`src/rtl/xbar_prio_sched.sv`:
```
// Round-robin priority scheduler for the TCDM crossbar external priority input.
// Tracks per-target pointers and boosts starving requesters to top priority.
module xbar_prio_sched #(
  parameter int unsigned NumIn        = 4,
  parameter int unsigned NumOut       = 4,
  parameter int unsigned StarveThresh = 8,
  parameter int unsigned CntWidth     = $clog2(StarveThresh+1)
) (
  input  logic                                   clk_i,
  input  logic                                   rst_ni,
  input  logic                                   clr_i,
  input  logic [NumIn-1:0]                       req_i,
  input  logic [NumIn-1:0][$clog2(NumOut)-1:0]   add_i,
  input  logic [NumIn-1:0]                       gnt_i,
  output logic [NumOut-1:0][$clog2(NumIn)-1:0]   rr_o,
  output logic [NumIn-1:0]                       starve_o,
  output logic [NumOut-1:0]                      boost_o
);

  localparam int unsigned AW = $clog2(NumOut);
  localparam int unsigned IW = $clog2(NumIn);

  localparam logic [0:0] StNormal = 1'b0;
  localparam logic [0:0] StBoost  = 1'b1;

  localparam logic [CntWidth-1:0] Thresh  = CntWidth'(StarveThresh);
  localparam logic [IW-1:0]       LastIdx = IW'(NumIn - 1);

  logic [NumIn-1:0][CntWidth-1:0] cnt_q, cnt_d;
  logic [NumOut-1:0][IW-1:0]      ptr_q, ptr_d;
  logic [NumOut-1:0][IW-1:0]      own_q, own_d;
  logic [NumOut-1:0][IW-1:0]      rr_q, rr_d;
  logic [NumOut-1:0]              st_q, st_d;
  logic [IW-1:0]                  own;

  // Starving flags decode straight from the wait counters
  always_comb begin
    for (int j = 0; j < int'(NumIn); j++) begin
      starve_o[j] = (cnt_q[j] == Thresh);
    end
  end

  assign rr_o    = rr_q;
  assign boost_o = st_q;

  // Next-state for wait counters, per-target pointer, boost state and owner
  always_comb begin
    cnt_d = cnt_q;
    ptr_d = ptr_q;
    own_d = own_q;
    st_d  = st_q;
    rr_d  = rr_q;
    own   = '0;

    for (int j = 0; j < int'(NumIn); j++) begin
      if (req_i[j] && !gnt_i[j]) begin
        cnt_d[j] = (cnt_q[j] == Thresh) ? cnt_q[j]
                                        : cnt_q[j] + CntWidth'(1);
      end else begin
        cnt_d[j] = '0;
      end
    end

    for (int k = 0; k < int'(NumOut); k++) begin
      if (st_q[k] == StNormal) begin
        for (int j = 0; j < int'(NumIn); j++) begin
          if (req_i[j] && gnt_i[j] && add_i[j] == AW'(k)) begin
            ptr_d[k] = (IW'(j) == LastIdx) ? '0 : IW'(j) + IW'(1);
          end
        end
        // descending scan so the lowest starving index wins
        for (int j = int'(NumIn) - 1; j >= 0; j--) begin
          if (starve_o[j] && req_i[j] && !gnt_i[j] &&
              add_i[j] == AW'(k)) begin
            st_d[k]  = StBoost;
            own_d[k] = IW'(j);
          end
        end
      end else begin
        own = own_q[k];
        if (req_i[own] && add_i[own] == AW'(k)) begin
          if (gnt_i[own]) begin
            st_d[k]  = StNormal;
            ptr_d[k] = (own == LastIdx) ? '0 : own + IW'(1);
          end
        end else begin
          st_d[k] = StNormal;
        end
      end
      rr_d[k] = (st_d[k] == StBoost) ? own_d[k] : ptr_d[k];
    end

    if (clr_i) begin
      cnt_d = '0;
      ptr_d = '0;
      own_d = '0;
      st_d  = '0;
      rr_d  = '0;
    end
  end

  // State registers with asynchronous active-low reset
  always_ff @(posedge clk_i or negedge rst_ni) begin
    if (!rst_ni) begin
      cnt_q <= '0;
      ptr_q <= '0;
      own_q <= '0;
      st_q  <= '0;
      rr_q  <= '0;
    end else begin
      cnt_q <= cnt_d;
      ptr_q <= ptr_d;
      own_q <= own_d;
      st_q  <= st_d;
      rr_q  <= rr_d;
    end
  end

endmodule

```
`config.mk`:
```
export PLATFORM = sky130hd
export DESIGN_NAME = xbar_prio_sched
export DESIGN_NICKNAME = d
export VERILOG_FILES = /design/src/rtl/xbar_prio_sched.sv
export SDC_FILE = /design/constraint.sdc
export NUM_CORES = 1
export LEC_CHECK = 0
export ABC_CLOCK_PERIOD_IN_PS = 5100
export BUFFER_PORTS_ARGS = -buffer_cell sky130_fd_sc_hd__buf_2
export CAP_MARGIN = 20
export CORE_MARGIN = 1
export CORE_UTILIZATION = 54
export CTS_CLUSTER_DIAMETER = 50
export DETAILED_ROUTE_END_ITERATION = 16
export GPL_ROUTABILITY_DRIVEN = 0
export MAX_ROUTING_LAYER = met4
export PLACE_DENSITY_LB_ADDON = 0.3
export SLEW_MARGIN = 20
export SYNTH_ARGS = -nofsm -noshare
export SYNTH_HDL_FRONTEND = slang
export SYNTH_SLANG_ARGS = --single-unit
export TNS_END_PERCENT = 5
```
`constraint.sdc`:
```
create_clock -name clk_i -period 5.1 [get_ports clk_i]
set_input_delay 0.255 -clock clk_i [delete_from_list [all_inputs] [get_ports clk_i]]
set_output_delay 0.255 -clock clk_i [all_outputs]
set_load 0.02 [all_outputs]
```
==> key figures <==
Drt
  – DR WL/cell: 17.99 um
  – Vias: 2,956
  – ANT nets after route: 0
  – Remaining DRCs: 0
  – DR iter-0 viols: 206
  – Avg Vias per Cell: 6.554
  – DRT Pass-1 Iters: 7
  – DRT Wirelength: 8112 um

Cells and area
  – Share of cells above drive strength 1: 14.25%
  – Layout Nets: 409
  – Final instance area: 3491 sq um
  – Final design utilization: 62.25%
  – Non-filler cells, final: 451
  – N_diodes: 0
  – Area grow syn2layout: 8.857%

STA
  – Hold slack: 332.2 ps
  – Endpoints failing hold: 0
  – Final Slew Violations: 0
  – F_max: 470.6 MHz
  – Final setup viols: 0
  – Worst-margin pin slew: 550.5 ps
  – Slew margin rel.: 62.84%
  – RSZ-0062 raised after global routing: false
  – Minimum clock period: 2125 ps
  – Sum Neg Setup Slack: 0 ps
  – Clk_skew: 9.535 ps
  – Tcrit/Tclk final: 41.67%

GRT
  – Largest net degree at the start of global routing: 45
  – GRT overflow: 0
  – Initial antenna violation count: 0
  – Gr usage total: 28.92%
  – Vias in the first global route: 2,804
  – First-pass GRT wire length: 13,710 um

Place
  – PortBufs: 34
  – DP HPWL: 5803 um
  – Cell Area, Placed: 3367 sq um
  – Placed Cells: 442

Floorplanning
  – Std cell rows: 27
  – Ports: 35
  – Initial Utilization: 57.18%
  – Die height: 79.06 um
  – Core area: 5608 sq um
  – Die area: 6250 sq um
  – Die X: 79.06 um

Synthesis
  – Mapped Cells: 357
  – Async SR Flop Fraction: 100.0%
  – Synth Register Bits: 44
  – Count of flip-flops with a built-in enable after synthesis: 0
  – Synthesized area: 3207 sq um
  – Syn_nets: 388
  – Count of cell types in the netlist: 66
  – Post-synthesis sequential area ratio: 34.33%
  – Top post-synthesis cells by area: dfrtp_1, ha_1, inv_1, nor2_1, nand4b_1
  – Synth Area per Inst: 8.983 sq um
  – Leading area contributor after synthesis: dfrtp_1
  – Share of Yosys cell area claimed by the top area cell type: 34.33%
  – Yosys warning count: 0
  – Post-synth top flop: dfrtp_1

Clock tree
  – H-tree depth: 2
  – CTS tree: yes
  – Clock buffer depth: 2
  – TritonCTS Buffers: 5
  – Clk_lat worst skew: 310 ps
  – CTS Sinks: 44
  – CTS resizes: 0
  – Clock root buffer: clkbuf_8
  – CTS clock-pin slew for the worst setup and hold paths: 90 ps

Worst setup path
  – Crit path max-delay family: simple AND/OR/NAND/NOR gates
  – Max Fanout on Critical Path: 9
  – Slowest CP cell: and3b_1
  – WP data required: 5300 ps
  – CP Data Arrival Time: 2320 ps
  – Crit Path Class: register to register
  – CP Cell Sequence: inv_1 -> ha_1 -> and3b_1 -> nand3_1 -> a21oi_1 -> nor3_1 -> mux2_1
  – Reg2Reg Setup Slack: 2980 ps
  – Slowest stage delay, CP: 430 ps
  – Startpoint types: register
  – Worst Path Buf+Inv: 1
  – Element type at the critical path end: register

Power
  – Worst vdd ir: 0.0001425 V
  – Static leakage: 0.001597 uW
  – Power Dens Cells: 208.8 nW/um^2

Run
  – Max_cap viols: 0

Worst hold path
  – Hold Path Class: input port to register

Run status
  – Status: complete, no violations
-- area by class of cell --
type | count | area, sq um
clock buffers | 5 | 68.82
well taps | 72 | 90.09
fillers | 513 | 2117
multi-input cells | 260 | 1886
inverters | 32 | 120.1
repair buffers | 35 | 182.7
clock inverters | 3 | 42.54
flip-flops and latches | 44 | 1101
-- worst register-to-register path, stage by stage (launching register included) --
cell and delay (ps):
dfrtp_1 410, inv_1 100, ha_1 150, and3b_1 430, nand3_1 210, a21oi_1 310, nor3_1 100, mux2_1 320
-- placed cells by master (no fill, tap or decap), types with 5 or more instances in the layout --
| cell | synthesis | layout |
|---|---|---|
| nor3_1 | 11 | 11 |
| nand2_1 | 12 | 12 |
| and4b_1 | 5 | 5 |
| a21o_1 | 5 | 5 |
| and2_1 | 6 | 6 |
| o211ai_1 | 9 | 9 |
| nand4b_1 | 10 | 10 |
| xnor2_1 | 8 | 8 |
| mux2i_1 | 8 | 8 |
| nor2b_1 | 6 | 6 |
| inv_1 | 31 | 31 |
| or3_1 | 6 | 6 |
| buf_2 | 10 | 33 |
| ha_1 | 12 | 12 |
| clkbuf_8 | 0 | 5 |
| nor2_1 | 27 | 27 |
| nor4bb_1 | 5 | 5 |
| dfrtp_1 | 44 | 44 |
| nand4_1 | 11 | 11 |
| o21ai_0 | 11 | 11 |
| a21oi_1 | 16 | 16 |
| nand3_1 | 13 | 13 |
-- flip-flops by register name, summed over array words and instances, names as in the netlist --
signal and cells:
ptr_q 8, cnt_q 16, own_q 8, boost_o 4, rr_o 8
-- through the flow --
stage	power [uW]	setup WS, ps
after global routing	759.7	2858
final	728.9	2975
after global placement	460.3	3099
after floorplan	425.9	3169
after detailed placement	462.2	3031
after CTS	732.8	3020
-- synth_stat cells, drive strengths merged, types with 8 or more instances --
cell type  count
inv           32
nor2          27
dfrtp         44
nand4         11
xnor2          8
mux2i          8
ha            12
nor3          12
nand3         13
o21ai         12
nand2         12
a21oi         16
clkbuf         9
o211ai         9
buf           12
nand4b        10
-- worst paths after layout --
| kind | start | endpoint | cells past startpoint |
|---|---|---|---|
| worst max register to register | cnt_q[4] | rr_o[1] | 7 |
| worst max-delay path | cnt_q[4] | rr_o[1] | 7 |
| worst min-delay path | clr_i | own_q[0] | 2 |
| min in group asynchronous | rst_ni | ptr_q[2] | 2 |
| max in group asynchronous | rst_ni | cnt_q[4] | 2 |
| worst min register to register | cnt_q[15] | cnt_q[15] | 2 |
-- where the power goes --
group	switching, uW	internal (uW)	total (uW)
Sequential	4.12	357	361
Clock	126	145	271
Combinational	62.6	34.1	96.7
-- layer usage --
| layer | global-route usage [%] | part of all wire [%] | vias up |
|---|---|---|---|
| li1 | - | - | 1361 |
| met1 | 38.86 | 44 | 1419 |
| met2 | 43.28 | 45 | 155 |
| met3 | 5.057 | 8.6 | 21 |
| met4 | 11.64 | 1.9 | 0 |
| met5 | - | 0 | - |
-- what timing repair did --
item | CTS | global route
hold endpoints to repair | 0 | 25
hold buffers | 0 | 1
setup buffers | 0 | 0
-- logic make-up (layout without fill, tap and decap cells) --
logic type | after synthesis | count (layout) | share of synthesized area [%]
buf+inv | 53 | 75 | 6.867
simple gates | 140 | 140 | 27.43
flops | 44 | 44 | 34.33
mux | 14 | 14 | 4.955
compound gates | 82 | 82 | 18.46
fa+ha+maj | 12 | 12 | 4.682
xor+xnor | 12 | 12 | 3.277
Note: power is estimated with default switching activity, not from simulation.
